**src/rtl/serial_adder.sv**
```systemverilog
// Bit-serial add/subtract: one full-adder cell time-shared over WIDTH cycles, LSB first.
// Latency: done observed WIDTH+1 edges after accept; start ignored while busy, accepted again in DONE.
module serial_adder #(
  parameter int WIDTH = 8
) (
  input  logic             clk,
  input  logic             rst,
  input  logic             start,
  input  logic             sub,
  input  logic [WIDTH-1:0] a,
  input  logic [WIDTH-1:0] b,
  input  logic             cin,
  output logic             busy,
  output logic             done,
  output logic [WIDTH-1:0] sum,
  output logic             cout,
  output logic             ovf
);

  localparam int CW = (WIDTH > 2) ? $clog2(WIDTH) : 1;
  localparam int RW = WIDTH - 1;

  typedef enum logic [1:0] {IDLE, RUN, DONE} state_t;

  state_t          state, state_nxt;
  logic [CW-1:0]   cnt;
  logic [WIDTH-1:0] opa, opb;
  logic [RW-1:0]   res;
  logic            c;
  logic            s, cnext, accept, last;

  assign accept = start && (state != RUN);
  assign last   = (state == RUN) && (cnt == CW'(WIDTH - 1));
  assign s      = opa[0] ^ opb[0] ^ c;
  assign cnext  = (opa[0] & opb[0]) | (opa[0] & c) | (opb[0] & c);

  always_ff @(posedge clk) begin
    if (rst) begin
      state <= IDLE;
      busy  <= 1'b0;
      done  <= 1'b0;
    end else begin
      state <= state_nxt;
      busy  <= (state_nxt == RUN);
      done  <= (state_nxt == DONE);
    end
  end

  always_comb begin
    state_nxt = state;
    case (state)
      IDLE:    if (start) state_nxt = RUN;
      RUN:     if (last) state_nxt = DONE;
      DONE:    state_nxt = start ? RUN : IDLE;
      default: state_nxt = IDLE;
    endcase
  end

  // Subtraction runs as a + ~b + ~cin, so cout=1 means no borrow.
  always_ff @(posedge clk) begin
    if (rst) begin
      opa  <= '0;
      opb  <= '0;
      res  <= '0;
      c    <= 1'b0;
      cnt  <= '0;
      sum  <= '0;
      cout <= 1'b0;
      ovf  <= 1'b0;
    end else if (accept) begin
      opa <= a;
      opb <= sub ? ~b : b;
      c   <= sub ? ~cin : cin;
      cnt <= '0;
    end else if (state == RUN) begin
      opa <= opa >> 1;
      opb <= opb >> 1;
      res <= (res >> 1) | (RW'(s) << (RW - 1));
      c   <= cnext;
      cnt <= cnt + CW'(1);
      if (last) begin
        // c here is the carry into the MSB
        sum  <= {s, res};
        cout <= cnext;
        ovf  <= c ^ cnext;
      end
    end
  end

endmodule

```
**config.mk**
```make
export PLATFORM = sky130hd
export DESIGN_NAME = serial_adder
export DESIGN_NICKNAME = d
export VERILOG_FILES = /design/src/rtl/serial_adder.sv
export SDC_FILE = /design/constraint.sdc
export NUM_CORES = 1
export LEC_CHECK = 0
export BUFFER_PORTS_ARGS = -buffer_cell sky130_fd_sc_hd__buf_4
export CAP_MARGIN = 0
export CORE_MARGIN = 5
export CORE_UTILIZATION = 54
export CTS_CLUSTER_SIZE = 14
export DETAILED_ROUTE_END_ITERATION = 12
export PLACE_DENSITY = 0.78
export SYNTH_ARGS = -nofsm -noshare
export SYNTH_HDL_FRONTEND = slang
export SYNTH_SLANG_ARGS = --single-unit
export TNS_END_PERCENT = 10
```
**constraint.sdc**
```tcl
create_clock -name clk -period 1.5 [get_ports clk]
set_input_delay 0.15 -clock clk [delete_from_list [all_inputs] [get_ports clk]]
set_output_delay 0.15 -clock clk [all_outputs]
set_load 0.1 [all_outputs]
```
### Word-level counts from Yosys, hierarchy flattened

Index checks and enable logic that the tools add are counted.

* register bits after elaboration: 41
* output and inout bits: 12

* add/subtract/negate cells: 1
* eq/ne operators: 6
* mux-type cells: 12
* bitwise operators: 12
* reduce and logical (&&, ||, !) cells: 7

Operators by type and width (count)
* 8-bit 2-to-1 mux: 5
* 8-bit inverter: 1
* 6-bit by 7-bit bitwise OR with 7-bit output: 1
* 2-bit one-hot mux with 3 select lines: 1
* 2-bit by 1-bit equality test with 1-bit output (second input constant): 2
* 2-bit equality test (second input constant): 2
* 1-bit 2-to-1 mux: 4
* 2-bit 2-to-1 mux: 2
* 3-bit by 1-bit adder with 3-bit output (second input constant): 1
* 1-bit AND: 3
* 3-bit equality test (second input constant): 1
* 3-bit AND reduction: 1
* 1-bit XOR: 3
* 1-bit logical AND: 2
* 2-bit logical NOT: 1
* 2-bit by 1-bit != test with 1-bit output (second input constant): 1
* 1-bit inverter: 2
* 1-bit bitwise OR: 2
* 2-bit AND reduction: 1
* 2-bit nonzero test: 1
* 2-bit OR reduction: 1

### Depth between registers and ports, before layout

* depth after elaboration: 5
* depth in mapped cells: 6
* gate-level depth less buffers: 5

### Worst setup path before layout

No wires, ideal clock.

* kind: reg2reg
* start point: register cout (netlist name)
* end point: register cout
* setup time: 0.086 ns
* arrival time: 1.238 ns
* path slack: 0.176 ns
* cell stages (with the launch flop): 3
* clock period less this slack: 1.324 ns
* path through: dfxtp_1 -> nor2_1 -> a211oi_1

RTL lines
* to (signal assigned): RTL line 84 `cout <= cnext;`
* to (decl): RTL line 16 `output logic cout,`

### Worst setup path in the final report

* start point: register cnt[0]
* end point: register cout

* cells in the longest elaborated chain, start to end: 3

Ends and longest elaborated chain
* from (decl): RTL line 26 `logic [CW-1:0] cnt;`
* from (signal assigned): RTL line 80 `cnt <= cnt + CW'(1);`
* 3-bit equality test: RTL line 33 `assign last = (state == RUN) && (cnt == CW'(WIDTH - 1));`
* 1-bit logical AND: RTL line 33
* 3-bit AND reduction (no source line)

Every way passes these cells.
A chain may end at the register's enable or synchronous reset.

==> metrics.md <==
| Metric | Value |
|---|---|
| Max-slew violation count | `0` |
| Diodes inserted | `0` |
| Synth Register Bits | `41` |
| Sequential-to-total area share from yosys stat | `47.3%` |
| Period utilization | `91.0%` |
| Mapped Area | `1730 um^2` |
| Worst-Skew Late Latency | `0.35 ns` |
| Startpoint types | `flip-flop` |
| Die H | `66.7 um` |
| Hold Path Class | `primary input to flip-flop` |
| Rel. slew slack | `71.0%` |
| Library cells used by synthesis | `24` |
| Largest family of logic cells by synthesized area | `compound AO/OA/AOI/OAI gates` |
| DR pass1 iterations | `6` |
| Switching power | `524 uW` |
| RSZ-0062 raised after global routing | `no` |
| CP arrival | `1.64 ns` |
| Initial antenna violation count | `0` |
| Multiplexer share of the synthesized area | `5.19%` |
| Hold Fails Final Rpt | `0` |
| Post-route cell area | `2070 um^2` |
| Leakage power | `0.000832 uW` |
| Placer Congestion | `0.749` |
| HPWL after DPL | `2390 um` |
| GRT Total Usage | `16.8%` |
| PwrDens | `1060 nW/um^2` |
| Number of remaining DRC errors | `0` |
| Core box area | `3080 um^2` |
| Sink Count | `41` |
| Switch share | `23.9%` |
| Hold depth | `3` |
| Buffers on Ports | `32` |
| Worst Tran Pin Value | `0.434 ns` |
| CP endpoint kind | `flip-flop` |
| Vias in the first global route | `1,363` |
| Sequential cell fraction of total power | `53.3%` |
| First-pass GRT wire length | `5710 um` |
| DP Worst Slack | `0.0195 ns` |
| Fin util | `67.2%` |
| Reg clk slew, reported paths | `0.12 ns` |
| Share of cells above drive strength 1 | `21.4%` |
| Comb power frac | `12.7%` |
| DP Area | `1970 um^2` |
| Cells on worst reg2reg path | `4` |
| Adder-cell share of the synthesized area | `2.60%` |
| TritonCTS clock tree | `built` |
| Cts hold-fix bufs | `0` |
| Root Buffer | `clkbuf_4` |
| Remaining antenna violation count | `0` |
| CP Class | `flip-flop to flip-flop` |
| Die Area | `4440 um^2` |
| Iteration-0 DRC Markers | `77` |
| R2R Setup Slk | `0.13 ns` |
| Compound-Gate Fraction of Synth Area | `17.0%` |
| Worst-path maximum fanout | `12` |
| Synth warn | `0` |
| Non-Filler Instances | `268` |
| Clock power share | `34.0%` |
| Xor/xnor share of the synthesized area | `5.05%` |
| WP data required | `1.78 ns` |
| Hold Startpoint | `a[7]` |
| DR WL/cell | `12.9 um` |
| Vias per cell | `5.20` |
| Std-Cell Rows | `20` |
| CTS buffer count | `5` |
| DRT Wirelength | `3450 um` |
| Max Clk Rate | `0.732 GHz` |
| GRT Residual Overflow | `0` |
| Synth top area cells | `dfxtp_1 (47%), nand2_1 (8.0%), a21oi_1 (6.9%)` |
| CTS H-Tree Depth | `2` |
| Starting Density | `56.3%` |
| Synth Area in Simple Gates | `16.8%` |
| Avg Cell Area, Syn | `8.85 um^2` |
| Buffer depth of the longest clock path | `2` |
| Largest net degree at the start of global routing | `43` |
| Final setup fails | `0` |
| Share of the synthesized area in the top cell type | `47.3%` |
| Hold Path End | `opa[7]` |
| Min Tclk post-route | `1.37 ns` |
| R2R Path Start | `cnt[0]` |
| Layout area overhead | `19.3%` |
| Clk_skew | `0.00974 ns` |
| Peak VDD IR | `0.000750 V` |
| Final setup margin | `0.134 ns` |
| Net Count, Synth | `220` |
| Status | `complete, no violations` |
| Setup TNS | `0 ns` |
| Total of max-cap violations | `0` |
| Internal power | `1670 uW` |
| Die width | `66.7 um` |
| Reg-to-reg endpoint | `cout` |
| Routed vias | `1,394` |
| Inst Count DP | `259` |
| Cells after Synth | `196` |
| Leading area contributor after synthesis | `dfxtp_1` |
| # IOs | `33` |
| # nets final | `247` |
logic make-up (layout without fill, tap and decap cells):
kind of cell             after synthesis  after routing
AND/OR/NAND/NOR                       70             70
buffers and inverters                 19             47
adder cells (fa/ha/maj)                3              3
AO/OA/AOI/OAI                         44             44
XOR/XNOR                              10             10
flip-flops                            41             41
multiplexers                           9              9
cell usage after synthesis (all sizes together):
| cell | count |
|---|---|
| a2111o | 1 |
| a2111oi | 1 |
| nand2 | 37 |
| nor3 | 1 |
| nor2b | 1 |
| nor2 | 24 |
| o31ai | 1 |
| fa | 1 |
| a211o | 7 |
| nand2b | 2 |
| clkbuf | 6 |
| buf | 10 |
| dfxtp | 41 |
| xnor2 | 10 |
| nand3b | 4 |
| mux2i | 9 |
| and3b | 1 |
| inv | 3 |
| a211oi | 10 |
| a21oi | 24 |
| ha | 2 |
cell type report:
type	instances	area [um^2]
clock buffer	7	55.1
clock inverter	1	30.0
fill	269	1010
inverter	3	11.3
multi-input combinational	136	813
sequential	41	822
tap	44	55.1
timing repair buffer	36	283
timing repair:
item / 4_1_cts / 5_1_grt
pin swaps: 0 / 0
buffers inserted: 0 / 1
setup endpoints to repair: 1 / 10
gates resized for setup: 1 / 1
worst max-delay path by stage:
stage	slack, ns	endpoint	depth (start not counted)	start
floorplan	0.18	cout	2	cout
global placement	0.11	cout	5	cnt[0]
detailed placement	0.02	cout	5	cnt[0]
CTS	0.06	sum[4]	5	cnt[0]
global route	0.007	cout	5	cnt[0]
finish	0.13	cout	4	cnt[0]
sequential cells by signal (all words and copies together), names as in the netlist, 2 cells and up:
signal and cells:
state 2, sum 8, cnt 3, res 7
opb 8, opa 8
layer usage:
metal	track usage (%)	part of all wire, %	wire [um]
met1	19.0	45	1560
met2	28.6	50	1730
met3	5.40	4.0	137
met4	7.61	0.72	25
met5	0	0	0
power by group through the flow:
stage | combinational, uW | clock, uW | sequential (uW)
final | 278 | 746 | 1170
after global routing | 307 | 800 | 1170
after CTS | 281 | 758 | 1170
after detailed placement | 280 | 0 | 1190
after global placement | 268 | 0 | 1190
after floorplan | 194 | 0 | 1200
cell usage in the layout (no fill, tap or decap), drive strengths merged:
master   Yosys  layout
dfxtp       41      41
a211oi      10      10
nor2b        1       1
o31ai        1       1
and3b        1       1
fa           1       1
a2111oi      1       1
nor3         1       1
bufinv       0       1
inv          3       3
buf         10      36
xnor2       10      10
nor2        24      24
clkbuf       6       7
a211o        7       7
a21oi       24      24
nand3b       4       4
a2111o       1       1
mux2i        9       9
nand2       37      37
ha           2       2
nand2b       2       2
worst max-delay path, stage by stage, from the launching register on:
cell	delay (ns)
dfxtp_2	0.34
ha_1	0.20
ha_1	0.21
and3b_2	0.31
a211oi_1	0.24
metrics by stage:
stage | hold slack, ns | power [uW]
floorplan | 0.345 | 1390
global placement | 0.441 | 1460
detailed placement | 0.449 | 1470
CTS | 0.0911 | 2200
global route | 0.0950 | 2280
finish | 0.111 | 2190
(Power assumes the default switching activity.)
